File: src/rtl/fp_pkg.sv
// Shared definitions for the small-float decode/encode blocks: default field widths
// and the conversion FSM state type.
package fp_pkg;

    localparam int FP_EXP_W  = 3;
    localparam int FP_FRAC_W = 4;
    localparam int FP_OUT_W  = 12;

    typedef enum logic [1:0] {
        IDLE,
        SHIFT,
        SIGN,
        DONE
    } fp_state_t;

endpackage

File: src/rtl/fp_decode.sv
// Sequential small-float to linear converter: D = (-1)^S * F * 2^E, one shift per
// clock, then a two's-complement sign stage, then a ready/valid hold.
module fp_decode
    import fp_pkg::*;
#(
    parameter int EXP_W  = FP_EXP_W,
    parameter int FRAC_W = FP_FRAC_W,
    parameter int OUT_W  = FP_OUT_W
) (
    input  logic                     clk,
    input  logic                     rst_n,
    input  logic                     in_valid,
    output logic                     in_ready,
    input  logic                     S,
    input  logic [EXP_W-1:0]         E,
    input  logic [FRAC_W-1:0]        F,
    output logic                     out_valid,
    input  logic                     out_ready,
    output logic signed [OUT_W-1:0]  D
);

    fp_state_t          state;
    logic               s_q;
    logic [EXP_W-1:0]   cnt;
    logic [OUT_W-1:0]   mag;

    always_ff @(posedge clk or negedge rst_n) begin
        if (!rst_n) begin
            state <= IDLE;
            s_q   <= 1'b0;
            cnt   <= '0;
            mag   <= '0;
            D     <= '0;
        end else begin
            case (state)
                IDLE: begin
                    if (in_valid) begin
                        s_q   <= S;
                        cnt   <= E;
                        mag   <= OUT_W'(F);
                        state <= SHIFT;
                    end
                end
                // One doubling per clock; cnt counts the remaining exponent.
                SHIFT: begin
                    if (cnt != '0) begin
                        mag <= mag << 1;
                        cnt <= cnt - 1'b1;
                    end else begin
                        state <= SIGN;
                    end
                end
                // Negating a zero magnitude wraps back to zero, so no negative zero.
                SIGN: begin
                    D     <= s_q ? $signed(~mag + 1'b1) : $signed(mag);
                    state <= DONE;
                end
                DONE: begin
                    if (out_ready) begin
                        state <= IDLE;
                    end
                end
                default: state <= IDLE;
            endcase
        end
    end

    assign in_ready  = (state == IDLE);
    assign out_valid = (state == DONE);

endmodule

File: config.mk
export PLATFORM = sky130hd
export DESIGN_NAME = fp_decode
export DESIGN_NICKNAME = d
export VERILOG_FILES = /design/src/rtl/fp_pkg.sv /design/src/rtl/fp_decode.sv
export SDC_FILE = /design/constraint.sdc
export NUM_CORES = 1
export LEC_CHECK = 0
export CORE_ASPECT_RATIO = 1.5
export CORE_MARGIN = 5
export CORE_UTILIZATION = 45
export CTS_CLUSTER_DIAMETER = 80
export CTS_CLUSTER_SIZE = 16
export DETAILED_ROUTE_END_ITERATION = 16
export MAX_ROUTING_LAYER = met4
export PLACE_DENSITY = 0.69
export SLEW_MARGIN = 20
export SYNTH_ARGS = -nofsm -noshare
export SYNTH_HDL_FRONTEND = slang
export SYNTH_SLANG_ARGS = --single-unit
File: constraint.sdc
create_clock -name clk -period 4.43 [get_ports clk]
set_clock_uncertainty 0.15 [all_clocks]
set_input_delay 0.443 -clock clk [delete_from_list [all_inputs] [get_ports clk]]
set_output_delay 0.443 -clock clk [all_outputs]
set_load 0.02 [all_outputs]
==> results of run 1 <==
flip-flops by register name, summed over array words and instances (netlist names):
| signal | cells |
|---|---|
| D | 12 |
| mag | 12 |
| cnt | 3 |
| state | 2 |
| s_q | 1 |
logic make-up after synthesis:
family,count (synthesis)
compound gates,41
xor+xnor,10
fa+ha+maj,8
buf+inv,21
flops,30
mux,8
simple gates,46
layout by cell type, fill, tap and decap left out, types with 3 or more instances in the layout:
cell and instances:
sky130_fd_sc_hd__xor2_1 9, sky130_fd_sc_hd__inv_1 12, sky130_fd_sc_hd__mux2i_1 6, sky130_fd_sc_hd__o41ai_2 3, sky130_fd_sc_hd__a21oi_1 13, sky130_fd_sc_hd__dfrtp_1 30, sky130_fd_sc_hd__o21ai_0 6, sky130_fd_sc_hd__clkdlybuf4s50_1 25
sky130_fd_sc_hd__o21ai_1 14, sky130_fd_sc_hd__ha_1 8, sky130_fd_sc_hd__nand2_1 24, sky130_fd_sc_hd__clkbuf_8 6, sky130_fd_sc_hd__nor2_1 14
worst paths after layout:
path                          start      to  slack, ns  depth (start not counted)
max in group asynchronous     rst_n    D[6]       3.45                          2
hold reg to reg              cnt[0]  cnt[0]       0.36                          2
min in group asynchronous     rst_n    D[3]       0.40                          2
hold / removal               cnt[0]  cnt[0]       0.36                          2
setup reg to reg           state[1]  cnt[2]       2.02                          5
setup / recovery           state[1]  cnt[2]       2.02                          5
per-stage QoR:
stage / setup slack, ns / hold WS (ns) / util [%]
final: 2.016 / 0.3610 / 57.06
after global routing: 1.793 / 0.3972 / 57.06
after detailed placement: 2.040 / 0.3506 / 54.36
after global placement: 2.136 / 0.3443 / 54.36
after CTS: 2.009 / 0.3645 / 57.06
after floorplan: 2.630 / -0.002591 / -
final cells by class:
cell class	instances	area share, %
Tap cell	42	2.722
Multi-Input combinational cell	113	37.98
Sequential cell	30	38.89
Inverter	12	2.333
Timing Repair Buffer	26	13.35
Clock inverter	1	0.2592
Clock buffer	7	4.472
routing by layer:
metal	wire length, um	vias up
li1	-	591
met1	1258	555
met2	1577	24
met3	137	6
met4	56	0
met5	0	-
power breakdown:
group / leakage [uW] / switching, uW / internal, uW
Sequential: 0.000367 / 98.4 / 387
Combinational: 0.000459 / 448 / 345
Clock: 0.0000482 / 100 / 125
critical path: cells and delay by family, from the launching register on:
kind | cells | cell delay, ns
and+or+nand+nor | 1 | 0.12
DFF | 1 | 0.40
AOI/OAI and AO/OA | 2 | 0.91
adders and majority gates | 1 | 0.63
buffers and inverters | 1 | 0.12
==> run_summary.xml, run 1 <==
<?xml version="1.0" encoding="UTF-8"?>
<metrics>
  <group name="cts">
    <metric name="postCtsResizedCells" unit="">0</metric>
    <metric name="post-cts-setup-buffers" unit="">0</metric>
    <metric name="path_clk_slew" unit="ns">0.06</metric>
    <metric name="cts_buffers" unit="">5</metric>
    <metric name="cts_root_buf" unit="">sky130_fd_sc_hd__clkbuf_8</metric>
    <metric name="post_cts_hold_buffer_count" unit="">0</metric>
    <metric name="clkSinkCount" unit="">30</metric>
    <metric name="tritoncts" unit="">done</metric>
    <metric name="htree_num_levels" unit="">2</metric>
    <metric name="insertion_delay_to_the_later_sink_of_the_worst_skew_pair" unit="ns">0.28</metric>
    <metric name="clk_path_buf_depth" unit="">2</metric>
  </group>
  <group name="setup_path">
    <metric name="cp_slowest_stage_delay" unit="ns">0.76</metric>
    <metric name="critical_path.slowest_cell" unit="">sky130_fd_sc_hd__a211o_1</metric>
    <metric name="worstPathCellList" unit="">inv_1 -&gt; ha_1 -&gt; a211o_1 -&gt; nor2_1 -&gt; a21oi_1</metric>
    <metric name="critical_path_class" unit="">register to register</metric>
    <metric name="cp_data_required_time" unit="ns">4.48</metric>
    <metric name="worst_setup_path_end_kind" unit="">register</metric>
    <metric name="data_arrival_time_of_the_critical_path" unit="ns">2.46</metric>
    <metric name="crit_fanout" unit="">30</metric>
    <metric name="start_kind" unit="">register</metric>
  </group>
  <group name="finish">
    <metric name="multiInputGateArea" unit="um^2">733.2</metric>
    <metric name="postLayoutCellArea" unit="mm^2">0.001931</metric>
    <metric name="areaGrowthSynthToFinish" unit="%">22.85</metric>
    <metric name="filler_cell_count" unit="">325</metric>
    <metric name="drive_above_1_share" unit="%">8.995</metric>
    <metric name="final-instance-count-excl-fill" unit="">231</metric>
    <metric name="antenna_cells_inserted" unit="">0</metric>
    <metric name="final_net_count" unit="">208</metric>
    <metric name="seq_area" unit="um^2">750.7</metric>
  </group>
  <group name="min_path">
    <metric name="hold_path.class" unit="">register to register</metric>
  </group>
  <group name="global_routing">
    <metric name="grtUsageTotal" unit="%">15.17</metric>
    <metric name="grt_start_max_net_pins" unit="">31</metric>
    <metric name="global_route.usage.met1" unit="%">16.85</metric>
    <metric name="first_global_vias" unit="">1213</metric>
    <metric name="grt_first_pass_wirelength" unit="um">5340</metric>
    <metric name="grt_antenna_before_repair" unit="">0</metric>
    <metric name="grt_use_met3" unit="%">4.044</metric>
    <metric name="grt-ovfl-total" unit="">0</metric>
    <metric name="grt_use_met2" unit="%">24.55</metric>
    <metric name="grt_busiest_layer" unit="">met2</metric>
  </group>
  <group name="sta">
    <metric name="fmax" unit="MHz">414.3</metric>
    <metric name="maxSlewViolCount" unit="">0</metric>
    <metric name="totalNegativeSetupSlack" unit="ns">0</metric>
    <metric name="final_report_hold_violation_count" unit="">0</metric>
    <metric name="timing.final.setup_violations" unit="">0</metric>
    <metric name="tightest_slew" unit="ns">0.8055</metric>
    <metric name="maxSlewHeadroom" unit="%">46.30</metric>
    <metric name="setup_repair_after_global_routing_missed_its_margin" unit="">no</metric>
    <metric name="period_minus_slack" unit="ns">2.414</metric>
    <metric name="final_cycle_utilization_of_the_critical_path" unit="%">54.49</metric>
  </group>
  <group name="placement">
    <metric name="dp_cell_count" unit="">223</metric>
    <metric name="dp.final_hpwl" unit="um">2118</metric>
    <metric name="buffer_ports.inserted" unit="">25</metric>
    <metric name="place.gp.congestion" unit="">0.7352</metric>
    <metric name="placement.cell_area" unit="mm^2">0.001839</metric>
  </group>
  <group name="floorplanning">
    <metric name="fp-row-count" unit="">26</metric>
    <metric name="die_height" unit="um">82.38</metric>
    <metric name="fp.dieW" unit="um">58.25</metric>
    <metric name="initial_utilization" unit="%">46.45</metric>
    <metric name="die-area" unit="mm^2">0.004798</metric>
    <metric name="core" unit="mm^2">0.003383</metric>
    <metric name="ios" unit="">26</metric>
  </group>
  <group name="power">
    <metric name="peakVddDrop" unit="mV">0.4761</metric>
    <metric name="power_per_cell_area" unit="mW/mm^2">779.4</metric>
    <metric name="power.leakage" unit="uW">0.0008745</metric>
    <metric name="total_power" unit="uW">1505</metric>
  </group>
  <group name="drt">
    <metric name="drt_first_iter_violations" unit="">27</metric>
    <metric name="dr_total_vias" unit="">1176</metric>
    <metric name="drcViolationCount" unit="">0</metric>
    <metric name="dr.pass1.iters" unit="">4</metric>
    <metric name="final_antenna_net_count" unit="">0</metric>
    <metric name="viasPerCell" unit="">5.091</metric>
    <metric name="wirelength" unit="um">3029</metric>
    <metric name="wl_per_cell" unit="um">13.11</metric>
  </group>
  <group name="synthesis">
    <metric name="synthDominantCellAreaShare" unit="%">47.77</metric>
    <metric name="postSynthAreaPerCell" unit="um^2">9.582</metric>
    <metric name="synth_area" unit="mm^2">0.001572</metric>
    <metric name="synthesis.nets" unit="">184</metric>
    <metric name="ys.flop_type" unit="">sky130_fd_sc_hd__dfrtp_1</metric>
    <metric name="synth_async_reset_ratio" unit="%">100.0</metric>
    <metric name="synth-warning-count" unit="">0</metric>
    <metric name="synthMostInstantiatedCell" unit="">sky130_fd_sc_hd__dfrtp_1</metric>
    <metric name="synth_area_leader_cell" unit="">sky130_fd_sc_hd__dfrtp_1</metric>
    <metric name="yosys-top-cells-count" unit="">30 x sky130_fd_sc_hd__dfrtp_1, 24 x sky130_fd_sc_hd__nand2_1, 14 x sky130_fd_sc_hd__nor2_1, 14 x sky130_fd_sc_hd__o21ai_1, 13 x sky130_fd_sc_hd__a21oi_1</metric>
    <metric name="ys_top_cells_by_area" unit="">sky130_fd_sc_hd__dfrtp_1 48%, sky130_fd_sc_hd__ha_1 6.4%, sky130_fd_sc_hd__nand2_1 5.7%</metric>
    <metric name="postSynthCellCount" unit="">164</metric>
    <metric name="synth_cell_types" unit="">26</metric>
    <metric name="combinational_family_with_the_most_area_after_synthesis" unit="">compound AO/OA/AOI/OAI gates</metric>
    <metric name="synth.ff_latch_count" unit="">30</metric>
    <metric name="synth_adder_area_share" unit="%">6.369</metric>
    <metric name="muxShareOfSynthArea" unit="%">5.255</metric>
    <metric name="yosys.area_share.xor_xnor" unit="%">5.573</metric>
    <metric name="count_of_flip_flops_with_a_built_in_enable_after_synthesis" unit="">0</metric>
    <metric name="complex_gate_fraction_of_the_synthesized_area" unit="%">16.80</metric>
    <metric name="synth_simple_gate_area_share" unit="%">12.66</metric>
    <metric name="ys_seq_area_share" unit="%">47.77</metric>
  </group>
  <group name="job">
    <metric name="maxcap_viol_count" unit="">0</metric>
  </group>
  <group name="outcome">
    <metric name="outcome" unit="">finished, final reports clean</metric>
  </group>
</metrics>
No activity file was read; power rests on OpenSTA's default activity.
==> run 2: changes to the inputs <==
--- a/config.mk
+++ b/config.mk
@@ -12,7 +12,7 @@
 export CTS_CLUSTER_SIZE = 16
 export DETAILED_ROUTE_END_ITERATION = 16
 export MAX_ROUTING_LAYER = met4
-export PLACE_DENSITY = 0.69
+export PLACE_DENSITY = 0.72
 export SLEW_MARGIN = 20
 export SYNTH_ARGS = -nofsm -noshare
 export SYNTH_HDL_FRONTEND = slang
==> constraint.sdc (replaced) <==
create_clock -name clk -period 2.1 [get_ports clk]
set_clock_uncertainty 0.15 [all_clocks]
set_input_delay 0.21 -clock clk [delete_from_list [all_inputs] [get_ports clk]]
set_output_delay 0.21 -clock clk [all_outputs]
set_load 0.02 [all_outputs]
==> run 2 against run 1 <==
Effect of this change: critical path depth shrank 1; cell count grew 1.3%; clock-buffer cell count is the same; critical path type unchanged; critical endpoint is now D[11]; largest cell class unchanged.
==> run_summary.xml, run 2 (synthesis results as in run 1) <==
<?xml version="1.0" encoding="UTF-8"?>
<metrics>
  <group name="finish">
    <metric name="commonest_cells_after_routing_fill_and_taps_aside" unit="">30 x sky130_fd_sc_hd__dfrtp_1, 24 x sky130_fd_sc_hd__nand2_1, 24 x sky130_fd_sc_hd__clkdlybuf4s50_1</metric>
    <metric name="final-instance-count-excl-fill" unit="">234</metric>
    <metric name="final_net_count" unit="">211</metric>
    <metric name="areaGrowthSynthToFinish" unit="%">24.44</metric>
    <metric name="antenna_cells_inserted" unit="">0</metric>
    <metric name="multiInputGateArea" unit="um^2">733.2</metric>
    <metric name="largest_registers" unit="">D: 12 flops, mag: 12 flops, cnt: 3 flops</metric>
    <metric name="postLayoutCellArea" unit="mm^2">0.001956</metric>
    <metric name="filler_cell_count" unit="">319</metric>
    <metric name="drive_above_1_share" unit="%">10.42</metric>
    <metric name="mostFrequentLayoutCell" unit="">sky130_fd_sc_hd__dfrtp_1</metric>
    <metric name="seq_area" unit="um^2">750.7</metric>
  </group>
  <group name="drt">
    <metric name="final_antenna_net_count" unit="">0</metric>
    <metric name="viasPerCell" unit="">5.017</metric>
    <metric name="dr_total_vias" unit="">1174</metric>
    <metric name="wl_per_cell" unit="um">13.35</metric>
    <metric name="wirelength" unit="um">3125</metric>
    <metric name="dr.pass1.iters" unit="">3</metric>
    <metric name="drcViolationCount" unit="">0</metric>
    <metric name="drt_first_iter_violations" unit="">20</metric>
  </group>
  <group name="setup_path">
    <metric name="cp.buffers_inverters" unit="">0</metric>
    <metric name="critPathTopFamily" unit="">simple AND/OR/NAND/NOR gates</metric>
    <metric name="timing.reg2reg.setup_slack" unit="ns">0.23</metric>
    <metric name="data_arrival_time_of_the_critical_path" unit="ns">1.89</metric>
    <metric name="crit_fanout" unit="">4</metric>
    <metric name="cp_data_required_time" unit="ns">2.11</metric>
    <metric name="critical_path.slowest_cell" unit="">sky130_fd_sc_hd__or4_4</metric>
    <metric name="critical_path_class" unit="">register to register</metric>
    <metric name="start_kind" unit="">register</metric>
    <metric name="cp_slowest_stage_delay" unit="ns">0.60</metric>
    <metric name="worst_setup_path_end_kind" unit="">register</metric>
    <metric name="worstPathCellList" unit="">or4_4 -&gt; o31ai_2 -&gt; xor2_1 -&gt; a21oi_1</metric>
  </group>
  <group name="global_routing">
    <metric name="grt_use_met2" unit="%">27.38</metric>
    <metric name="global_route.usage.met1" unit="%">15.59</metric>
    <metric name="grt_first_pass_wirelength" unit="um">5395</metric>
    <metric name="grt_use_met3" unit="%">4.199</metric>
    <metric name="grtUsageTotal" unit="%">15.65</metric>
    <metric name="first_global_vias" unit="">1216</metric>
    <metric name="grt_busiest_layer" unit="">met2</metric>
    <metric name="grt_start_max_net_pins" unit="">31</metric>
    <metric name="grt-ovfl-total" unit="">0</metric>
    <metric name="grt_antenna_before_repair" unit="">0</metric>
  </group>
  <group name="sta">
    <metric name="totalNegativeSetupSlack" unit="ns">0</metric>
    <metric name="maxSlewHeadroom" unit="%">68.01</metric>
    <metric name="fmax" unit="MHz">534.1</metric>
    <metric name="final_report_hold_violation_count" unit="">0</metric>
    <metric name="period_minus_slack" unit="ns">1.872</metric>
    <metric name="timing.final.setup_violations" unit="">0</metric>
    <metric name="maxSlewViolCount" unit="">0</metric>
    <metric name="tightest_slew" unit="ns">0.4798</metric>
    <metric name="final_cycle_utilization_of_the_critical_path" unit="%">89.16</metric>
    <metric name="setup_slack" unit="ns">0.2276</metric>
    <metric name="setup_repair_after_global_routing_missed_its_margin" unit="">no</metric>
  </group>
  <group name="cts">
    <metric name="clk_path_buf_depth" unit="">2</metric>
    <metric name="post-cts-setup-buffers" unit="">0</metric>
    <metric name="insertion_delay_to_the_later_sink_of_the_worst_skew_pair" unit="ns">0.28</metric>
    <metric name="clkSinkCount" unit="">30</metric>
    <metric name="cts_root_buf" unit="">sky130_fd_sc_hd__clkbuf_8</metric>
    <metric name="post_cts_hold_buffer_count" unit="">0</metric>
    <metric name="htree_num_levels" unit="">2</metric>
    <metric name="tritoncts" unit="">done</metric>
    <metric name="cts_buffers" unit="">5</metric>
    <metric name="path_clk_slew" unit="ns">0.06</metric>
  </group>
  <group name="floorplanning">
    <metric name="die-area" unit="mm^2">0.004798</metric>
    <metric name="ios" unit="">26</metric>
    <metric name="fp.dieW" unit="um">58.25</metric>
    <metric name="initial_utilization" unit="%">46.45</metric>
    <metric name="die_height" unit="um">82.38</metric>
    <metric name="core" unit="mm^2">0.003383</metric>
    <metric name="fp-row-count" unit="">26</metric>
  </group>
  <group name="power">
    <metric name="peakVddDrop" unit="mV">0.7527</metric>
    <metric name="total_power" unit="uW">3226</metric>
    <metric name="power_per_cell_area" unit="mW/mm^2">1649</metric>
    <metric name="power.leakage" unit="uW">0.0009014</metric>
  </group>
  <group name="placement">
    <metric name="buffer_ports.inserted" unit="">25</metric>
    <metric name="dp.final_hpwl" unit="um">2347</metric>
    <metric name="placement.cell_area" unit="mm^2">0.001862</metric>
    <metric name="place.gp.congestion" unit="">0.8872</metric>
    <metric name="dp_cell_count" unit="">226</metric>
    <metric name="dpl_worst_slack" unit="ns">0.2505</metric>
  </group>
  <group name="job">
    <metric name="maxcap_viol_count" unit="">0</metric>
  </group>
  <group name="outcome">
    <metric name="outcome" unit="">finished, final reports clean</metric>
  </group>
  <group name="min_path">
    <metric name="hold_path.class" unit="">input port to async pin</metric>
  </group>
</metrics>
## run 2: cell count changes in the layout (fill, tap and decap cells not counted)
cell / change
sky130_fd_sc_hd__buf_4: +3
sky130_fd_sc_hd__clkdlybuf4s50_1: -1
sky130_fd_sc_hd__dlymetal6s2s_1: +1
## run 2: area by class of cell
| type | instances | share of cell area [%] |
|---|---|---|
| Sequential cell | 30 | 38.39 |
| Multi-Input combinational cell | 113 | 37.49 |
| Timing Repair Buffer | 29 | 14.46 |
| Clock buffer | 7 | 4.415 |
| Tap cell | 42 | 2.687 |
| Inverter | 12 | 2.303 |
| Clock inverter | 1 | 0.2559 |
## run 2: worst paths after layout
path | cells after the start | endpoint | start
max in group asynchronous | 2 | state[1] | rst_n
setup reg to reg | 4 | D[11] | mag[8]
hold / removal | 2 | cnt[2] | rst_n
setup / recovery | 4 | D[11] | mag[8]
hold reg to reg | 2 | mag[11] | mag[11]
min in group clk | 3 | mag[0] | F[0]
## run 2: where the power goes
group,leakage (uW),internal [uW],switching [uW],total [uW]
Sequential,0.000367,817,214,1030
Combinational,0.000486,760,963,1720
Clock,0.0000482,264,209,472
## run 2: what timing repair did
item | 4_1_cts | 5_1_grt
setup endpoints to repair | 0 | 1
hold endpoints to repair | 0 | 0
resized for setup | 0 | 1
## run 2: layer usage
layer,part of all wire (%),vias up
met5,0,-
met4,2.0,0
met3,4.4,7
met2,53,20
met1,41,550
li1,-,597
## run 2: worst register-to-register path: cells and delay by family (launching register included)
kind,cells,cell delay [ns]
AOI/OAI and AO/OA,2,0.38
and+or+nand+nor,1,0.60
DFF,1,0.45
xor gates and xnor gates,1,0.17
## run 2: metrics by stage
step,hold WS [ns],utilization (%)
3_3_place_gp,0.3428,55.03
2_1_floorplan,-0.2356,-
3_5_place_dp,0.3486,55.03
5_1_grt,0.1897,57.80
4_1_cts,0.1632,57.73
6_report,0.1601,57.80
